$ cat src/rtl/strobe_sched_pkg.sv
// Shared definitions for the strobe counter scheduler.
// Provides the channel-index width helper used by the top level and the arbiter.
// Ports: none (package).
package strobe_sched_pkg;

   // Channel index width: a 2-channel block still needs one index bit.
   function automatic int ch_width(input int n);
      return (n <= 2) ? 1 : $clog2(n);
   endfunction

endpackage

$ cat src/rtl/rr_arbiter.sv
// Combinational round-robin arbiter: grants the first requester at or after ptr_i.
// Ports: req_i request vector, ptr_i highest-priority index, gnt_o one-hot grant,
//        gnt_idx_o granted index, gnt_vld_o any grant made.
module rr_arbiter
   import strobe_sched_pkg::*;
#(
   parameter  int CHANNELS = 4,
   localparam int CH_W     = ch_width(CHANNELS)
) (
   input  logic [CHANNELS-1:0] req_i,
   input  logic [CH_W-1:0]     ptr_i,
   output logic [CHANNELS-1:0] gnt_o,
   output logic [CH_W-1:0]     gnt_idx_o,
   output logic                gnt_vld_o
);

   logic [CH_W-1:0] idx;

   always_comb begin
      gnt_o     = '0;
      gnt_idx_o = '0;
      gnt_vld_o = 1'b0;
      idx       = '0;
      // Scan CHANNELS positions starting at the pointer, wrapping around.
      for (int k = 0; k < CHANNELS; k++) begin
         idx = CH_W'((int'(ptr_i) + k) % CHANNELS);
         if (!gnt_vld_o && req_i[idx]) begin
            gnt_vld_o  = 1'b1;
            gnt_o[idx] = 1'b1;
            gnt_idx_o  = idx;
         end
      end
   end

endmodule

$ cat src/rtl/strobe_counter_scheduler.sv
// Shares one pipelined increment/compare datapath among CHANNELS strobe counters.
// Ports: clk/rst (sync, active-high); tick_req per-channel ticks; cfg_valid/cfg_ready/
//        cfg_ch/cfg_value terminal-count writes; strobe terminal pulses; overrun sticky
//        lost-tick flags; busy = any pending or in-flight work.
module strobe_counter_scheduler
   import strobe_sched_pkg::*;
#(
   parameter  int CHANNELS = 4,
   parameter  int WIDTH    = 16,
   parameter  int LATENCY  = 2,
   localparam int CH_W     = ch_width(CHANNELS)
) (
   input  logic                clk,
   input  logic                rst,
   input  logic [CHANNELS-1:0] tick_req,
   input  logic                cfg_valid,
   output logic                cfg_ready,
   input  logic [CH_W-1:0]     cfg_ch,
   input  logic [WIDTH-1:0]    cfg_value,
   output logic [CHANNELS-1:0] strobe,
   output logic [CHANNELS-1:0] overrun,
   output logic                busy
);

   typedef struct packed {
      logic             valid;
      logic [CH_W-1:0]  ch;
      logic [WIDTH-1:0] count;
      logic [WIDTH-1:0] terminal;
   } op_t;

   logic [WIDTH-1:0]    count_q    [CHANNELS];
   logic [WIDTH-1:0]    count_d    [CHANNELS];
   logic [WIDTH-1:0]    terminal_q [CHANNELS];
   logic [WIDTH-1:0]    terminal_d [CHANNELS];
   logic [CHANNELS-1:0] pending_q, pending_d;
   logic [CHANNELS-1:0] inflight_q, inflight_d;
   logic [CHANNELS-1:0] overrun_q, overrun_d;
   logic [CH_W-1:0]     ptr_q, ptr_d;

   // Stage 0 is the newest op; stage LATENCY-1 is the one writing back.
   op_t [LATENCY-1:0]   pipe_q;
   op_t [LATENCY:0]     pipe_ext;
   op_t                 issue_op;
   op_t                 wb;

   logic                cfg_acc;
   logic [CHANNELS-1:0] cfg_mask;
   logic [CHANNELS-1:0] req;
   logic [CHANNELS-1:0] gnt_oh;
   logic [CH_W-1:0]     gnt_idx;
   logic                gnt_vld;
   logic [WIDTH-1:0]    wb_next;
   logic                wb_hit;

   assign cfg_ready = (int'(cfg_ch) < CHANNELS) && !inflight_q[cfg_ch];
   assign cfg_acc   = cfg_valid && cfg_ready;
   assign cfg_mask  = cfg_acc ? (CHANNELS'(1) << cfg_ch) : '0;

   // A channel being reconfigured is held out of arbitration for that cycle.
   assign req = pending_q & ~inflight_q & ~cfg_mask;

   rr_arbiter #(.CHANNELS(CHANNELS)) u_arb (
      .req_i     (req),
      .ptr_i     (ptr_q),
      .gnt_o     (gnt_oh),
      .gnt_idx_o (gnt_idx),
      .gnt_vld_o (gnt_vld)
   );

   always_comb begin
      issue_op.valid    = gnt_vld;
      issue_op.ch       = gnt_idx;
      issue_op.count    = count_q[gnt_idx];
      issue_op.terminal = terminal_q[gnt_idx];
   end

   assign pipe_ext = {pipe_q, issue_op};
   assign wb       = pipe_q[LATENCY-1];
   assign wb_next  = wb.count + WIDTH'(1);
   assign wb_hit   = wb.valid && (wb.terminal != '0) && (wb_next == wb.terminal);

   // Gated by rst so an op retiring during the reset cycle never pulses.
   assign strobe  = (wb_hit && !rst) ? (CHANNELS'(1) << wb.ch) : '0;
   assign overrun = overrun_q;
   assign busy    = (|pending_q) || (|inflight_q);

   always_comb begin
      count_d    = count_q;
      terminal_d = terminal_q;
      inflight_d = inflight_q;
      ptr_d      = ptr_q;

      // Write-back; a disabled channel (terminal 0) just consumes the tick.
      if (wb.valid) begin
         count_d[wb.ch]    = ((wb.terminal == '0) || (wb_next == wb.terminal)) ? '0 : wb_next;
         inflight_d[wb.ch] = 1'b0;
      end

      if (gnt_vld) begin
         inflight_d[gnt_idx] = 1'b1;
         ptr_d = (int'(gnt_idx) == CHANNELS - 1) ? '0 : gnt_idx + CH_W'(1);
      end

      // A tick on the channel granted this cycle refills pending rather than overrunning.
      pending_d = (pending_q & ~gnt_oh) | tick_req;
      overrun_d = overrun_q | (tick_req & pending_q & ~gnt_oh);

      if (cfg_acc) begin
         terminal_d[cfg_ch] = cfg_value;
         count_d[cfg_ch]    = '0;
         pending_d[cfg_ch]  = tick_req[cfg_ch];
         overrun_d[cfg_ch]  = 1'b0;
      end
   end

   always_ff @(posedge clk) begin
      if (rst) begin
         count_q    <= '{default: '0};
         terminal_q <= '{default: '0};
         pending_q  <= '0;
         inflight_q <= '0;
         overrun_q  <= '0;
         ptr_q      <= '0;
         pipe_q     <= '0;
      end else begin
         count_q    <= count_d;
         terminal_q <= terminal_d;
         pending_q  <= pending_d;
         inflight_q <= inflight_d;
         overrun_q  <= overrun_d;
         ptr_q      <= ptr_d;
         pipe_q     <= pipe_ext[LATENCY-1:0];
      end
   end

endmodule

$ cat config.mk
export PLATFORM = sky130hd
export DESIGN_NAME = strobe_counter_scheduler
export DESIGN_NICKNAME = d
export VERILOG_FILES = /design/src/rtl/strobe_sched_pkg.sv /design/src/rtl/rr_arbiter.sv /design/src/rtl/strobe_counter_scheduler.sv
export SDC_FILE = /design/constraint.sdc
export NUM_CORES = 1
export LEC_CHECK = 0
export CORE_UTILIZATION = 50
export DETAILED_ROUTE_END_ITERATION = 12
export PLACE_DENSITY = 0.67
export SYNTH_ARGS = -nofsm -noshare
export SYNTH_HDL_FRONTEND = slang
export SYNTH_HIERARCHICAL = 1
export SYNTH_SLANG_ARGS = --single-unit
$ cat constraint.sdc
create_clock -name clk -period 5.8 [get_ports clk]
set_clock_uncertainty 0.2 [all_clocks]
set_input_delay 0.87 -clock clk [delete_from_list [all_inputs] [get_ports clk]]
set_output_delay 0.87 -clock clk [all_outputs]
set_load 0.005 [all_outputs]
==> impl_metrics.ini <==
[synthesis]
async_flop_share_pct = 0
synth_fp_nets = 1049
synth_warnings = 6
ys_seq_area_share_pct = 46.9
synthCells = 1014
ys_ff_latch = 212
synth_area_um2 = 9050
synth_cell_types = 57
synth_edf_count = 0
synth_flop_cell = dfxtp_1
avgSynthCellArea_um2 = 8.93

[drt]
drt_first_pass_iters = 5
post_drt_wl_per_cell_um = 17.2
detail-route-antenna-nets = 0
drc = 0
num_vias = 6924
drtIter0Drc = 546
vias_per_cell = 5.50
wirelength_mm = 21.7

[power]
clkPwrFrac_pct = 33.8
p_leak_uw = 0.00363
power_uw = 4210
power_switching_share_pct = 31.1
p_per_area_nw_per_um2 = 409
internal-power_uw = 2900
p_seq_share_pct = 38.5
vdd_ir_drop_max_v = 0.000387
power_switching_uw = 1310
power_frac_comb_pct = 27.7

[clocking]
cts_max_level = 1
clk_pin_slew_ns = 0.06
root_buffer = clkbuf_16
clk_latency_ns = 0.50
cts_tree = done
cts_made_buffers = 22
post_cts_buffers = 0
ctsResizeCount = 0
cts_sinks = 212
clock_path_buffers = 3
holdBufCountCts = 0

[sta]
relSlewSlack_pct = 32.5
timing.final.hold_violations = 0
min_period_ns = 5.47
setup_tns_ns = 0
report.final.slew_viol_count = 0
tightest_slew_ns = 1.01
timing.final.ws_setup_ns = 0.335
timing.fmax_mhz = 183
fin_hold_ws_ns = 0.233
period_share_pct = 94.2
rsz0062_at_grt = no
finalSetupViolCount = 0

[floorplanning]
die_w_um = 137
rows = 48
start_util_pct = 51.8
design.die.area_um2 = 18700
die_y_um = 137
core_area_um2 = 17500
ios = 35

[global_routing]
antenna_found_initial = 0
grt_pass1_vias = 6614
grt_pass1_wl_mm = 35.3
track_usage_pct = 24.4
grt_overflow_total = 0
grt_max_degree = 99

[setup_path]
worst-path-max-fanout = 8
critical_path.startpoint = pipe_ext[86]
path_buf_inv = 1
crit_type = register to output port
endpoint_kind = output port
cp.required_ns = 4.73
r2r_start = pipe_ext[86]
path_delay_family = simple AND/OR/NAND/NOR gates
worst_setup_path_start_kind = register
cp_slowest_cell = or4_4
cp_slowest_stage_delay_ns = 0.62
worstPathCellList = ha_1, nand4_2, nor4_1, xnor2_1, a2111oi_0, nand4_1, or4_4, nor2_1, clkdlybuf4s50_1
arrival_ns = 4.40

[min_path]
hp-class = register to register
hp-start = pipe_ext[46]

[cells_and_area]
syn_to_final_growth_pct = 13.8
antenna_cells = 0
drive_gt1_share_pct = 10.4
nets = 1054
final_util_pct = 59.0

[status]
status = finished clean

[placed_design]
place.detailed.hpwl_mm = 13.4
io_buffers = 34
place_ws_ns = 0.828
place.gp.congestion = 0.904

[flow_run]
maxCapViolations = 0
==> synthesized netlist by cell type (all sizes together) (3+ instances only) <==
master | instances | area [um^2]
nand2 | 255 | 957
nand2b | 16 | 100
mux2i | 7 | 70.1
ha | 10 | 125
nand4 | 7 | 62.6
and3b | 3 | 26.3
nor3 | 23 | 115
clkbuf | 56 | 215
mux4 | 37 | 841
xnor2 | 16 | 140
inv | 10 | 37.5
o21ai | 76 | 380
a22oi | 12 | 90.1
dfxtp | 212 | 4240
nor2 | 34 | 130
buf | 14 | 72.6
xor2 | 9 | 78.8
nand3 | 10 | 55.1
a21oi | 71 | 355
nor4 | 20 | 131
nor3b | 4 | 30.0
nor2b | 78 | 488
or3 | 3 | 18.8
==> metrics by stage <==
stage,std cells,instance area (um^2)
2_1_floorplan,1014,9050
5_1_grt,1259,10300
6_report,1259,10300
3_5_place_dp,1220,9570
3_3_place_gp,1220,9570
4_1_cts,1259,10300
==> worst register-to-register path, cell delays in order, from the launching register on <==
cell and delay, ns:
dfxtp_1 0.52, ha_1 0.31, nand4_2 0.22, nor4_1 0.40
xnor2_1 0.19, a2111oi_0 0.53, nand4_1 0.36, nor2_4 0.61
buf_4 0.43, o21ai_0 0.16
==> routing by layer <==
| metal | vias to the layer above | routed length, um | GRT usage (%) |
|---|---|---|---|
| li1 | 3455 | - | - |
| met1 | 3275 | 10000 | 33.5 |
| met2 | 160 | 10200 | 40.2 |
| met3 | 34 | 991 | 3.19 |
| met4 | 0 | 416 | 7.04 |
| met5 | - | 0 | 0 |
==> final timing paths <==
kind / to / slack [ns] / depth (start not counted)
worst max-delay path: strobe[0] / 0.33 / 9
worst min-delay path: pipe_ext[81] / 0.23 / 1
worst max register to register: count_q[59] / 1.72 / 9
worst min register to register: pipe_ext[81] / 0.23 / 1
==> kinds of logic (layout without fill, tap and decap cells) <==
logic type | after synthesis | count (layout) | share of synthesized area, %
AOI/OAI and AO/OA | 173 | 173 | 10.4
xor gates and xnor gates | 26 | 26 | 2.67
adders and majority gates | 10 | 10 | 1.38
buffers and inverters | 80 | 100 | 3.59
DFF | 212 | 212 | 46.9
muxes | 46 | 46 | 10.3
and+or+nand+nor | 467 | 467 | 24.8
==> cell usage in the layout (no fill, tap or decap), drive strengths merged, types with 2 or more instances in the layout <==
| cell type | Yosys | routed |
|---|---|---|
| nand2 | 255 | 255 |
| dfxtp | 212 | 212 |
| nor2b | 78 | 78 |
| o21ai | 76 | 76 |
| a21oi | 71 | 71 |
| mux4 | 37 | 37 |
| clkbuf | 56 | 35 |
| nor2 | 34 | 34 |
| clkdlybuf4s50 | 0 | 33 |
| nor3 | 23 | 23 |
| nor4 | 20 | 20 |
| buf | 14 | 18 |
| xnor2 | 16 | 16 |
| nand2b | 16 | 16 |
| a22oi | 12 | 12 |
| inv | 10 | 11 |
| ha | 10 | 10 |
| nand3 | 10 | 10 |
| xor2 | 9 | 9 |
| mux2i | 7 | 7 |
| nand4 | 7 | 7 |
| nor3b | 4 | 4 |
| or3 | 3 | 3 |
| and3b | 3 | 3 |
| nand3b | 2 | 2 |
| and4 | 2 | 2 |
| and3 | 2 | 2 |
| or3b | 2 | 2 |
| o211ai | 2 | 2 |
| mux2 | 2 | 2 |
| clkinv | 0 | 2 |
| or4 | 2 | 2 |
==> power groups by stage <==
stage	Combinational, uW	Sequential, uW	Clock (uW)
after floorplan	905	1610	0
after global placement	1160	1650	0
after detailed placement	1170	1650	0
after CTS	1180	1620	1450
after global routing	1280	1630	1510
final	1170	1620	1420
==> area by class of cell <==
cell class              count  area [um^2]
clock inverters             4         48.8
fillers                  1520         7170
multi-input cells         722         4540
well taps                 225          282
flip-flops and latches    212         4240
inverters                  10         37.5
clock buffers              35          691
repair buffers             51          465
==> registers in the layout (all words and copies together), names as in the netlist <==
register	cells
inflight_q	4
ptr_q	2
overrun	4
pending_q	4
terminal_q	64
count_q	64
pipe_ext	70
Power figures use the tool's default switching activity.
